===== config.mk =====
export PLATFORM = sky130hd
export DESIGN_NAME = ps2_line_assembler
export DESIGN_NICKNAME = d
export VERILOG_FILES = /design/src/rtl/ps2_line_assembler_pkg.sv /design/src/rtl/ps2_line_assembler_classify.sv /design/src/rtl/ps2_line_assembler.sv
export SDC_FILE = /design/constraint.sdc
export NUM_CORES = 1
export LEC_CHECK = 0
export ABC_CLOCK_PERIOD_IN_PS = 3300
export CAP_MARGIN = 20
export CORE_ASPECT_RATIO = 1.1
export CORE_MARGIN = 1.5
export CORE_UTILIZATION = 51
export DETAILED_ROUTE_END_ITERATION = 7
export PLACE_DENSITY_LB_ADDON = 0.2
export RECOVER_POWER = 50
export SLEW_MARGIN = 5
export SYNTH_ARGS = -nofsm -noshare
export SYNTH_HDL_FRONTEND = slang
export SYNTH_HIERARCHICAL = 1
export SYNTH_SLANG_ARGS = --single-unit

===== constraint.sdc =====
create_clock -name clock -period 3.3 [get_ports clock]
set_input_delay 0.495 -clock clock [delete_from_list [all_inputs] [get_ports clock]]
set_output_delay 0.495 -clock clock [all_outputs]
set_load 0.01 [all_outputs]

===== src/rtl/ps2_line_assembler_pkg.sv =====
// Shared definitions for the PS/2 line assembler: ASCII control codes,
// printable range, counter constants and the FSM state encoding.
package ps2_line_assembler_pkg;

    localparam logic [7:0] ASCII_BS         = 8'h08;
    localparam logic [7:0] ASCII_CR         = 8'h0D;
    localparam logic [7:0] ASCII_ESC        = 8'h1B;
    localparam logic [7:0] ASCII_SPACE      = 8'h20;
    localparam logic [7:0] ASCII_TILDE      = 8'h7E;
    localparam logic [7:0] ASCII_LC_A       = 8'h61;
    localparam logic [7:0] ASCII_LC_Z       = 8'h7A;
    localparam logic [7:0] ASCII_CASE_DELTA = 8'h20;

    localparam int              COUNT_W    = 6;
    localparam logic [5:0]      COUNT_ZERO = 6'd0;
    localparam logic [5:0]      COUNT_ONE  = 6'd1;

    typedef enum logic [0:0] {
        ST_COLLECT = 1'b0,
        ST_EMIT    = 1'b1
    } state_e;

    // Lower-case letters fold to upper case so commands compare uniformly.
    function automatic logic [7:0] to_upper(input logic [7:0] c);
        logic [7:0] r;
        if ((c >= ASCII_LC_A) && (c <= ASCII_LC_Z)) begin
            r = c - ASCII_CASE_DELTA;
        end else begin
            r = c;
        end
        return r;
    endfunction

    function automatic logic is_printable_char(input logic [7:0] c);
        return (c >= ASCII_SPACE) && (c <= ASCII_TILDE);
    endfunction

endpackage


===== src/rtl/ps2_line_assembler_classify.sv =====
// Combinational decode of one keyboard byte into the classes the line
// assembler acts on, plus its upper-cased form.
module ascii_classify
    import ps2_line_assembler_pkg::*;
(
    input  logic [7:0] byte_i,
    output logic       is_printable_o,
    output logic       is_bs_o,
    output logic       is_cr_o,
    output logic       is_esc_o,
    output logic [7:0] upper_o
);

    // Pure decode; no state.
    always_comb begin
        is_printable_o = is_printable_char(byte_i);
        is_bs_o        = (byte_i == ASCII_BS);
        is_cr_o        = (byte_i == ASCII_CR);
        is_esc_o       = (byte_i == ASCII_ESC);
        upper_o        = to_upper(byte_i);
    end

endmodule


===== src/rtl/ps2_line_assembler.sv =====
// Collects decoded PS/2 key bytes into an editable line buffer and commits
// the line to input_line on Enter, with a one-cycle handshake gap (EMIT).
module ps2_line_assembler
    import ps2_line_assembler_pkg::*;
#(
    parameter int         MAX_CHARS = 32,
    parameter logic [7:0] PAD_CHAR  = 8'h20
) (
    input  logic                     clock,
    input  logic                     resetn,
    input  logic [7:0]               ascii,
    input  logic                     ascii_valid,
    output logic                     ascii_ready,
    output logic [8*MAX_CHARS-1:0]   input_line,
    output logic                     line_ready,
    output logic [5:0]               char_count,
    output logic                     overflow
);

    localparam logic [COUNT_W-1:0] MAX_COUNT = COUNT_W'(MAX_CHARS);

    state_e                  state_q;
    logic                    ready_q;
    logic                    line_ready_q;
    logic                    overflow_q;
    logic [COUNT_W-1:0]      count_q;
    logic [8*MAX_CHARS-1:0]  line_q;
    logic [7:0]              slot_q [MAX_CHARS];

    logic                    is_printable_s;
    logic                    is_bs_s;
    logic                    is_cr_s;
    logic                    is_esc_s;
    logic [7:0]              upper_s;

    logic                    accept_s;
    logic                    store_s;
    logic                    drop_s;
    logic                    bs_s;
    logic                    esc_s;
    logic                    commit_s;
    logic [8*MAX_CHARS-1:0]  slots_flat_s;

    ascii_classify u_classify (
        .byte_i         (ascii),
        .is_printable_o (is_printable_s),
        .is_bs_o        (is_bs_s),
        .is_cr_o        (is_cr_s),
        .is_esc_o       (is_esc_s),
        .upper_o        (upper_s)
    );

    // Decode the accepted byte into one buffer action.
    always_comb begin
        accept_s = ascii_valid && ready_q && (state_q == ST_COLLECT);
        store_s  = accept_s && is_printable_s && (count_q <  MAX_COUNT);
        drop_s   = accept_s && is_printable_s && (count_q >= MAX_COUNT);
        bs_s     = accept_s && is_bs_s  && (count_q != COUNT_ZERO);
        esc_s    = accept_s && is_esc_s;
        commit_s = accept_s && is_cr_s  && (count_q != COUNT_ZERO);
    end

    // Slot 0 lands in the top byte of the committed line.
    always_comb begin
        slots_flat_s = {MAX_CHARS{PAD_CHAR}};
        for (int i = 0; i < MAX_CHARS; i++) begin
            slots_flat_s[8*(MAX_CHARS-1-i) +: 8] = slot_q[i];
        end
    end

    // Working buffer: append, backspace and clear.
    always_ff @(posedge clock or negedge resetn) begin
        if (!resetn) begin
            for (int i = 0; i < MAX_CHARS; i++) begin
                slot_q[i] <= PAD_CHAR;
            end
        end else begin
            for (int i = 0; i < MAX_CHARS; i++) begin
                if (esc_s || commit_s) begin
                    slot_q[i] <= PAD_CHAR;
                end else if (store_s && (count_q == COUNT_W'(i))) begin
                    slot_q[i] <= upper_s;
                end else if (bs_s && (count_q == COUNT_W'(i + 1))) begin
                    slot_q[i] <= PAD_CHAR;
                end else begin
                    slot_q[i] <= slot_q[i];
                end
            end
        end
    end

    // Character count and sticky overflow flag.
    always_ff @(posedge clock or negedge resetn) begin
        if (!resetn) begin
            count_q    <= COUNT_ZERO;
            overflow_q <= 1'b0;
        end else begin
            if (store_s) begin
                count_q <= count_q + COUNT_ONE;
            end else if (bs_s) begin
                count_q <= count_q - COUNT_ONE;
            end else if (esc_s || commit_s) begin
                count_q <= COUNT_ZERO;
            end else begin
                count_q <= count_q;
            end

            if (drop_s) begin
                overflow_q <= 1'b1;
            end else if (esc_s || commit_s) begin
                overflow_q <= 1'b0;
            end else begin
                overflow_q <= overflow_q;
            end
        end
    end

    // COLLECT/EMIT sequencing with registered ready, pulse and committed line.
    // ready_q stays low through reset and rises on the first edge after it.
    always_ff @(posedge clock or negedge resetn) begin
        if (!resetn) begin
            state_q      <= ST_COLLECT;
            ready_q      <= 1'b0;
            line_ready_q <= 1'b0;
            line_q       <= {MAX_CHARS{PAD_CHAR}};
        end else begin
            case (state_q)
                ST_COLLECT: begin
                    if (commit_s) begin
                        state_q      <= ST_EMIT;
                        ready_q      <= 1'b0;
                        line_ready_q <= 1'b1;
                        line_q       <= slots_flat_s;
                    end else begin
                        state_q      <= ST_COLLECT;
                        ready_q      <= 1'b1;
                        line_ready_q <= 1'b0;
                        line_q       <= line_q;
                    end
                end
                ST_EMIT: begin
                    state_q      <= ST_COLLECT;
                    ready_q      <= 1'b1;
                    line_ready_q <= 1'b0;
                    line_q       <= line_q;
                end
                default: begin
                    state_q      <= ST_COLLECT;
                    ready_q      <= 1'b0;
                    line_ready_q <= 1'b0;
                    line_q       <= line_q;
                end
            endcase
        end
    end

    assign ascii_ready = ready_q;
    assign line_ready  = line_ready_q;
    assign input_line  = line_q;
    assign char_count  = count_q;
    assign overflow    = overflow_q;

endmodule


==> impl_metrics.tcl <==
set metrics [dict create \
    diodes 0 \
    failed_checks "capacitance limit, slew limit" \
    grt_max_degree 86 \
    clockBufferDepth 3 \
    routabilityCongestion 0.809 \
    setup_viol 0 \
    drtIter0Drc 865 \
    slew_headroom_pct -54.3 \
    worstPathRequired_ps 3770 \
    final_nets 1683 \
    synth-edff-count 0 \
    cts_max_level 2 \
    cp.arrival_ps 3290 \
    die_area_um2 41900 \
    cp_slowest_cell "o311ai_2" \
    pin_count 276 \
    synth-seq-cells 521 \
    cap_violations 1 \
    ys_types 59 \
    cp-endpoint "slot_q[141]" \
    ys_seq_area_share_pct 63.2 \
    die_h_um 215 \
    vias 13041 \
    synth_area_um2 20800 \
    rsz0062_at_grt "false" \
    rr_startpoint "char_count[0]" \
    yosys_warnings 6 \
    cts_made_buffers 51 \
    synth_top_area_cell "dfrtp_1" \
    io_buffers 275 \
    reg2reg_to "slot_q[141]" \
    async_reset_ff_share_pct 100 \
    worstPathMaxFanout 14 \
    drc 0 \
    core-area_um2 40200 \
    worstSetupStartpoint "char_count[0]" \
    synth_cells 1366 \
    clock_latency_ps 580 \
    drive_gt1_share_pct 31.7 \
    p_total_mw 15.7 \
    reg2reg_depth 7 \
    wl_per_cell_um 24.0 \
    fin_util_pct 65.6 \
    fin_tns_setup_ps 0 \
    grt_pass1_vias 13643 \
    areaGrowthSynthToFinish_pct 27.0 \
    synth.net_count 1385 \
    rrSetupSlack_ps 480 \
    placed_cell_area_um2 24600 \
    place_worst_setup_slack_ps 131 \
    slowest_delay_ps 640 \
    dp.cells 2123 \
    power.internal_mw 11.5 \
    gr-total-overflow 0 \
    fmax_ghz 0.355 \
    firstDrtPassIters 7 \
    synth-main-ff-cell "dfrtp_1" \
    sw_frac_of_total_pct 26.4 \
    cts_tree "built" \
    clockRootBuffer "clkbuf_16" \
    antenna_found_initial 0 \
    timing.hold.ws_ps 460 \
    hold_class "flop to flop" \
    finalCriticalPeriod_ps 2820 \
    start_util_pct 51.7 \
    fin_area_um2 26400 \
    fin_ws_ps 480 \
    dp_hpwl_um 34900 \
    synth.area.top_cells "dfrtp_1 (55%), mux2_2 (14%), a22o_1 (8.9%)" \
    vdd.ir_drop.worst_mv 0.376 \
    p_comb_share_pct 13.8 \
    hold_viol 0 \
    grt_pass1_wl_um 83800 \
    finalCritPeriodShare_pct 85.5 \
    pwr-share-clk_pct 38.6 \
    avgSynthCellArea_um2 15.2 \
    clk_pin_slew_ps 60 \
    path_class "flop to flop" \
    ctsResizeCount 0 \
    ant_nets 0 \
    netlist.area_leader.share_pct 55.1 \
    power_frac_seq_pct 47.5 \
    drt_wl_total_um 53300 \
    p_sw_mw 4.14 \
    cp_cell_sequence "inv_1 -> ha_1 -> or3b_4 -> o311ai_2 -> buf_4 -> nand3_2 -> a2bb2oi_1" \
    floorplan.rows 77 \
    dieWidth_um 195 \
    skew_ps 23.3 \
    cts_sinks 521 \
    drv_slew 83 \
    fillerInstances 2923 \
    stdcell_count 2219 \
    via_per_inst 5.88 \
    globalRouteTotalUtil_pct 25.9 \
    power_density_nw_per_um2 595 \
    tightest_slew_ps 2310 \
    cp-end-kind "flop" \
    total_leakage_power_nw 12.8 \
    cp-start-kind "flop" \
    status "finished with violations" \
]
layout by cell type, fill, tap and decap left out, drive strengths merged, types with 18 or more instances in the layout:
cell type / instances
dfrtp: 457
mux2: 256
a22o: 210
clkdlybuf4s50: 142
dlygate4sd3: 133
clkbuf: 80
buf: 79
dfstp: 64
inv: 44
a221oi: 33
a22oi: 18
synth_stat cells (3+ instances only):
library cell / n
a22oi_1: 18
and3b_1: 9
a21oi_1: 5
a221oi_4: 29
a2bb2oi_1: 14
a221oi_1: 3
buf_2: 41
mux2_2: 256
and3_1: 16
buf_4: 13
nand3_1: 9
buf_6: 5
nand2_1: 10
and2_1: 12
clkbuf_1: 49
o22ai_1: 4
o21ai_0: 3
inv_1: 40
nor2_1: 11
ha_1: 8
buf_1: 8
dfrtp_1: 457
a22o_1: 210
dfstp_2: 64
nor3_1: 13
nand3b_1: 9
o2bb2ai_1: 13
registers in the layout (all words and copies together), names as in the netlist:
register     cells
ascii_ready      1
char_count       6
input_line     256
line_ready       1
overflow         1
slot_q         256
power groups by stage:
| stage | registers [mW] | clock network (mW) | logic, mW |
|---|---|---|---|
| after CTS | 7.44 | 6.16 | 2.19 |
| after detailed placement | 7.54 | 0 | 2.17 |
| after floorplan | 7.43 | 0 | 1.29 |
| after global placement | 7.53 | 0 | 2.11 |
| after global routing | 7.51 | 6.40 | 2.35 |
| final | 7.45 | 6.06 | 2.17 |
kinds of logic after synthesis:
family	share of synthesized area (%)
mux	13.9
buf+inv	3.50
simple gates	3.27
fa+ha+maj	0.482
flops	63.2
compound gates	15.7
critical path: cells and delay by family (launching register included):
kind / cells / cell delay [ps]
and+or+nand+nor: 2 / 740
DFF: 1 / 480
AOI/OAI and AO/OA: 2 / 890
adders and majority gates: 1 / 180
buffers and inverters: 2 / 410
metal layers:
layer / GRT usage (%) / share of wire (%) / up-vias
met4: 7.42 / 2.3 / 0
met2: 40.4 / 48 / 477
met3: 4.58 / 6.0 / 77
met5: 0 / 0 / -
met1: 37.6 / 44 / 6817
li1: - / - / 5670
final cells by class:
class	count	area [um^2]	share of cell area (%)
clock inverters	22	270	1.02
well taps	513	642	2.43
repair buffers	361	3750	14.2
multi-input cells	688	6930	26.3
inverters	41	161	0.612
flip-flops and latches	521	13100	49.7
clock buffers	73	1500	5.69
what timing repair did:
item | 4_1_cts | 5_1_grt
setup buffers | 0 | 0
endpoints found under the hold margin | 60 | 0
hold buffers | 1 | 0
how the worst min path moves through the flow:
stage                start     endpoint  slack (ps)  depth (start not counted)
2_1_floorplan       resetn  ascii_ready         200                          0
6_report       slot_q[245]  slot_q[245]         460                          2
4_1_cts        slot_q[245]  slot_q[245]         460                          2
3_5_place_dp   slot_q[245]  slot_q[245]         450                          2
5_1_grt        slot_q[149]  slot_q[149]         480                          2
3_3_place_gp   slot_q[237]  slot_q[237]         450                          2
No activity file was read; power rests on OpenSTA's default activity.
